$ cat src/rtl/mem_port_arbiter.sv
// mem_port_arbiter
//
// Shares one single-port, variable-latency memory interface between the
// instruction-fetch requester (i_*) and the MEM-stage requester (d_*).
// The granted requester's command is forwarded combinationally to the memory
// port and the memory response is routed back to that requester only.
// A response watchdog aborts a grant that waits too long for mem_resp, and a
// saturating counter records fetch stall cycles for performance debug.
//
// Ports
//   clk, rst_n       : clock, asynchronous active-low reset
//   i_read           : fetch read request (level, held until i_resp)
//   i_address        : fetch byte address
//   i_resp, i_rdata  : fetch completion and read data
//   d_read, d_write  : data read / write request (held until d_resp)
//   d_wmask          : data write byte enables
//   d_address        : data byte address
//   d_wdata          : data write value
//   d_resp, d_rdata  : data completion and read data
//   mem_read, mem_write, mem_wmask, mem_address, mem_wdata : memory command
//   mem_resp, mem_rdata : memory completion and read data
//   timeout_err      : sticky watchdog abort flag
//   i_stall_cnt      : saturating count of cycles with i_read & ~i_resp
//
// TIMEOUT_CYCLES : SERVE cycles without mem_resp before the watchdog aborts
//                  the grant (legal range 2..255).

`timescale 1ns / 1ps

module mem_port_arbiter #(
   parameter int unsigned TIMEOUT_CYCLES = 64
) (
   input  logic        clk,
   input  logic        rst_n,

   // Fetch port
   input  logic        i_read,
   input  logic [15:0] i_address,
   output logic        i_resp,
   output logic [15:0] i_rdata,

   // Data port
   input  logic        d_read,
   input  logic        d_write,
   input  logic [1:0]  d_wmask,
   input  logic [15:0] d_address,
   input  logic [15:0] d_wdata,
   output logic        d_resp,
   output logic [15:0] d_rdata,

   // Memory port
   output logic        mem_read,
   output logic        mem_write,
   output logic [1:0]  mem_wmask,
   output logic [15:0] mem_address,
   output logic [15:0] mem_wdata,
   input  logic        mem_resp,
   input  logic [15:0] mem_rdata,

   // Debug / status
   output logic        timeout_err,
   output logic [15:0] i_stall_cnt
);

   // Watchdog fires when the counter reaches this value with no mem_resp.
   localparam logic [7:0] WdogLimit = 8'(TIMEOUT_CYCLES - 1);

   typedef enum logic [1:0] {
      StIdle   = 2'd0,
      StServeI = 2'd1,
      StServeD = 2'd2
   } state_e;

   state_e      state_q, state_d;
   logic [7:0]  wdog_q, wdog_d;
   logic        timeout_err_q, timeout_err_d;
   logic [15:0] stall_cnt_q, stall_cnt_d;

   logic d_req;
   logic serving;
   logic timeout;
   logic done;

   assign d_req   = d_read | d_write;
   assign serving = (state_q != StIdle);
   assign timeout = serving & ~mem_resp & (wdog_q == WdogLimit);
   // A grant ends either by a real memory response or by a watchdog abort.
   assign done    = serving & (mem_resp | timeout);

   // ---------------------------------------------------------------------
   // Next-state logic
   // ---------------------------------------------------------------------
   always_comb begin
      state_d = state_q;
      case (state_q)
         StIdle: begin
            // Data first so a stalled MEM stage unblocks the pipeline.
            if (d_req) begin
               state_d = StServeD;
            end else if (i_read) begin
               state_d = StServeI;
            end
         end
         StServeI: begin
            // The just-served port is ignored on completion: strict alternation.
            if (done) begin
               state_d = d_req ? StServeD : StIdle;
            end
         end
         StServeD: begin
            if (done) begin
               state_d = i_read ? StServeI : StIdle;
            end
         end
         default: state_d = StIdle;
      endcase
   end

   // Watchdog restarts at 0 on every new grant; it only counts waiting cycles.
   always_comb begin
      wdog_d = 8'd0;
      if (serving && !done) begin
         wdog_d = wdog_q + 8'd1;
      end
   end

   assign timeout_err_d = timeout_err_q | timeout;

   // ---------------------------------------------------------------------
   // Memory command and response routing
   // ---------------------------------------------------------------------
   always_comb begin
      mem_read    = 1'b0;
      mem_write   = 1'b0;
      mem_wmask   = 2'b00;
      mem_address = 16'h0000;
      mem_wdata   = 16'h0000;
      i_resp      = 1'b0;
      i_rdata     = 16'h0000;
      d_resp      = 1'b0;
      d_rdata     = 16'h0000;
      case (state_q)
         StServeI: begin
            // Command is withdrawn in the abort cycle.
            mem_read    = ~timeout;
            mem_address = i_address;
            i_resp      = done;
            i_rdata     = timeout ? 16'h0000 : mem_rdata;
         end
         StServeD: begin
            // Read and write together are treated as a write.
            mem_read    = d_read & ~d_write & ~timeout;
            mem_write   = d_write & ~timeout;
            mem_wmask   = d_wmask;
            mem_address = d_address;
            mem_wdata   = d_wdata;
            d_resp      = done;
            d_rdata     = timeout ? 16'h0000 : mem_rdata;
         end
         default: ;
      endcase
   end

   // ---------------------------------------------------------------------
   // Fetch stall counter (saturating)
   // ---------------------------------------------------------------------
   always_comb begin
      stall_cnt_d = stall_cnt_q;
      if (i_read && !i_resp && (stall_cnt_q != 16'hFFFF)) begin
         stall_cnt_d = stall_cnt_q + 16'd1;
      end
   end

   // ---------------------------------------------------------------------
   // State registers
   // ---------------------------------------------------------------------
   always_ff @(posedge clk or negedge rst_n) begin
      if (!rst_n) begin
         state_q       <= StIdle;
         wdog_q        <= 8'd0;
         timeout_err_q <= 1'b0;
         stall_cnt_q   <= 16'h0000;
      end else begin
         state_q       <= state_d;
         wdog_q        <= wdog_d;
         timeout_err_q <= timeout_err_d;
         stall_cnt_q   <= stall_cnt_d;
      end
   end

   assign timeout_err = timeout_err_q;
   assign i_stall_cnt = stall_cnt_q;

endmodule

$ cat config.mk
export PLATFORM = sky130hd
export DESIGN_NAME = mem_port_arbiter
export DESIGN_NICKNAME = d
export VERILOG_FILES = /design/src/rtl/mem_port_arbiter.sv
export SDC_FILE = /design/constraint.sdc
export NUM_CORES = 1
export LEC_CHECK = 0
export BUFFER_PORTS_ARGS = -buffer_cell sky130_fd_sc_hd__buf_2
export CORE_MARGIN = 1
export CORE_UTILIZATION = 40
export DETAILED_ROUTE_END_ITERATION = 8
export PLACE_DENSITY = 0.84
export SLEW_MARGIN = 40
export SYNTH_ARGS = -nofsm -noshare
export SYNTH_HDL_FRONTEND = slang
export SYNTH_SLANG_ARGS = --single-unit
$ cat constraint.sdc
create_clock -name clk -period 2.7 [get_ports clk]
set_clock_uncertainty 0.2 [all_clocks]
set_input_delay 0.54 -clock clk [delete_from_list [all_inputs] [get_ports clk]]
set_output_delay 0.54 -clock clk [all_outputs]
set_load 0.01 [all_outputs]
==> reports/results.ini <==
[synth]
yosys.area.top_type = dfrtp_1
avgSynthCellArea_um2 = 8.685
synth_top_area_share_pct = 32.55
postSynthCellCount = 239
yosys_warnings = 0
synth_seq_cells = 27
syn_area_um2 = 2076
synth.distinct_cells = 38
synth_edf_count = 0
async_flop_share_pct = 100.0
ys.flop_type = dfrtp_1
synthTopCellsByArea = dfrtp_1 (33%), and2_1 (15%), a22oi_1 (6.1%), nor2b_1 (5.4%), xor2_1 (5.1%)
ys_seq_area_share_pct = 32.55
synthesis.nets = 317

[clock_tree]
cts.reportedPaths.clkPinSlew_ps = 100
cts_num_sinks = 27
insertion_delay_ps = 280
cts_tree = done
clockRootBuffer = clkbuf_8
htreeDepth = 1
cts_made_buffers = 3
clockBufferDepth = 2
cts_hold_buf = 0

[place]
io_buffers = 158
hpwlAfterDp_um = 5215
place_congestion = 0.8892

[die]
die_h_um = 74.04
core_um2 = 4848
placementRows = 25
fp.dieW_um = 74.04
start_util_pct = 42.81
dieArea_um2 = 5481
io_pins = 159

[worst_setup_path]
crit_buf_inv = 4
max_stage_delay_ps = 390
end_kind = primary output
required_ps = 1960
cp_slowest_cell = dfrtp_1
crit_chain = inv_2 > ha_4 > nor4b_4 > buf_4 > buf_4 > a21oi_4 > nor3b_2 > buf_2
r2r_setup_slack_ps = 210
worst-path-max-fanout = 6
startpoint_type = flop
critical_path_class = reg2out
cpMostUsedCell = buf_4
cp.arrival_ps = 1920
path_delay_family = simple AND/OR/NAND/NOR gates

[route]
met1_length_um = 2907
dr.pass1.iters = 4
drc_errors = 0
wl_per_cell_um = 14.83
top_layer = met4
met3_wirelength_um = 334
via_per_inst = 5.078
final_antenna_net_count = 0
num_vias = 2407
routed_wl_um = 7031
drtIter0Drc = 152
wl_met2_um = 3749

[global_routing]
gr-total-overflow = 0
grt_max_degree = 39
antenna_found_initial = 0
grt_pass1_vias = 2210
grtUsageTotal_pct = 24.28
grt_first_pass_wirelength_um = 10180

[sta]
fin_crit_sh_pct = 98.56
slew_viol_final = 0
worst_hold_slack_ps = 41.38
slew_headroom_pct = 60.43
tightest_slew_ps = 593.5
clock.fmax_mhz = 375.8
hold_viol_final = 0
setup_tns_ps = 0
period_needed_ps = 2661
rsz0062_at_grt = yes
finalSetupViolCount = 0

[final_layout]
area_growth_pct = 55.76
antennaDiodeCount = 0
fin_util_pct = 66.68
drive_gt1_share_pct = 53.56
final_nets = 486

[outcome]
status = complete, no violations

[power_and_ir_drop]
peakVddDrop_mv = 0.3539
power_density_nw_per_um2 = 745.3
leakage_nw = 1.733

[min_path]
hp-class = in2async

[job]
cap_viol_max_count = 0

worst reg2reg max path, cell delays in order, from the launching register on:
cell	delay (ps)
dfrtp_1	440
ha_2	220
nor4b_4	140
buf_4	130
buf_4	130
a21oi_4	270
o21ai_4	160
nor4_1	340
mux2_1	360
registers in the layout, summed over array words and instances, names as in the netlist:
name	count
wdog_q	8
timeout_err	1
i_stall_cnt	16
state_q	2
kinds of logic after synthesis:
family / count (synthesis) / synth area share, %
and+or+nand+nor: 144 / 41.17
AOI/OAI and AO/OA: 28 / 10.25
DFF: 27 / 32.55
xor gates and xnor gates: 14 / 5.907
buffers and inverters: 13 / 2.350
muxes: 7 / 4.159
adders and majority gates: 6 / 3.617
cell type report:
class | instances | area, µm²
Clock buffer | 3 | 41.29
Clock inverter | 1 | 8.758
Sequential cell | 27 | 675.6
Multi-Input combinational cell | 202 | 1473
Timing Repair Buffer | 171 | 939.7
Fill cell | 394 | 1615
Inverter | 3 | 11.26
Tap cell | 67 | 83.83
metal layers:
metal / up-vias / global-route usage, %
li1: 1163 / -
met1: 1145 / 32.18
met2: 93 / 40.91
met3: 6 / 3.794
met4: 0 / 7.051
met5: - / 0
metrics by stage:
step	area, µm²	total power [mW]	instances	setup slack [ps]
3_3_place_gp	2950	1.901	459	79.09
3_5_place_dp	2950	1.944	459	-77.83
5_1_grt	3233	2.595	474	-38.95
4_1_cts	3104	2.280	472	25.86
6_report	3233	2.410	474	38.79
2_1_floorplan	2076	1.409	239	210.9
cell usage in the layout, fill, tap and decap left out, drive strengths merged:
master  Yosys  routed
a21oi       2       2
nor2       19      19
and4        3       3
nand2b      3       3
nand2      17      17
o21a        1       1
ha          6       6
a22oi      17      17
nor4b       1       1
xor2       12      12
o211ai      1       1
inv         3       4
nor3b       2       2
clkbuf      9       3
o21ai       6       6
and3        4       4
xnor2       2       2
nor2b      18      21
nor4        3       3
nor3        6       6
and2       51      51
buf         1     171
or3         1       1
or4         1       1
nand4       7       7
dfrtp      27      27
or2         2       2
mux2        7       7
nand3       6       6
a21boi      1       1
power by group:
part | internal (mW) | leakage (nW) | switching, mW
registers | 0.479 | 0.356 | 0.0972
clock network | 0.109 | 0.0261 | 0.144
logic | 0.777 | 1.35 | 0.804
Yosys cell counts, types with 2 or more instances:
| cell | number |
|---|---|
| xor2_1 | 12 |
| nor2b_1 | 18 |
| xnor2_1 | 2 |
| and3_1 | 3 |
| ha_1 | 6 |
| a22oi_1 | 17 |
| mux2_4 | 2 |
| o21ai_0 | 5 |
| nor4_1 | 3 |
| clkbuf_1 | 9 |
| mux2_2 | 3 |
| and4_1 | 3 |
| nor2_1 | 17 |
| and2_1 | 51 |
| nor3_1 | 6 |
| nor3b_1 | 2 |
| dfrtp_1 | 27 |
| nand2b_1 | 3 |
| mux2_1 | 2 |
| inv_1 | 3 |
| nand2_1 | 17 |
| nand4_1 | 6 |
| nand3_1 | 6 |
| or2_2 | 2 |
what timing repair did:
item,in CTS,in global routing
gates cloned,3,0
endpoints found under the setup margin,34,37
pin swaps,2,16
resized for setup,9,32
buffers inserted,6,2
final timing paths:
path,startpoint,endpoint,cells after the start
setup / recovery,state_q[0]$_DFFE_PN0P_,d_resp,8
hold reg to reg,timeout_err$_DFF_PN0_,timeout_err$_DFF_PN0_,1
min in group clk,timeout_err$_DFF_PN0_,timeout_err$_DFF_PN0_,1
setup reg to reg,wdog_q[1]$_DFF_PN0_,i_stall_cnt[14]$_DFFE_PN0P_,8
hold / removal,rst_n,i_stall_cnt[3]$_DFFE_PN0P_,1
max in group asynchronous,rst_n,wdog_q[2]$_DFF_PN0_,1
No activity file was read; power rests on OpenSTA's default activity.
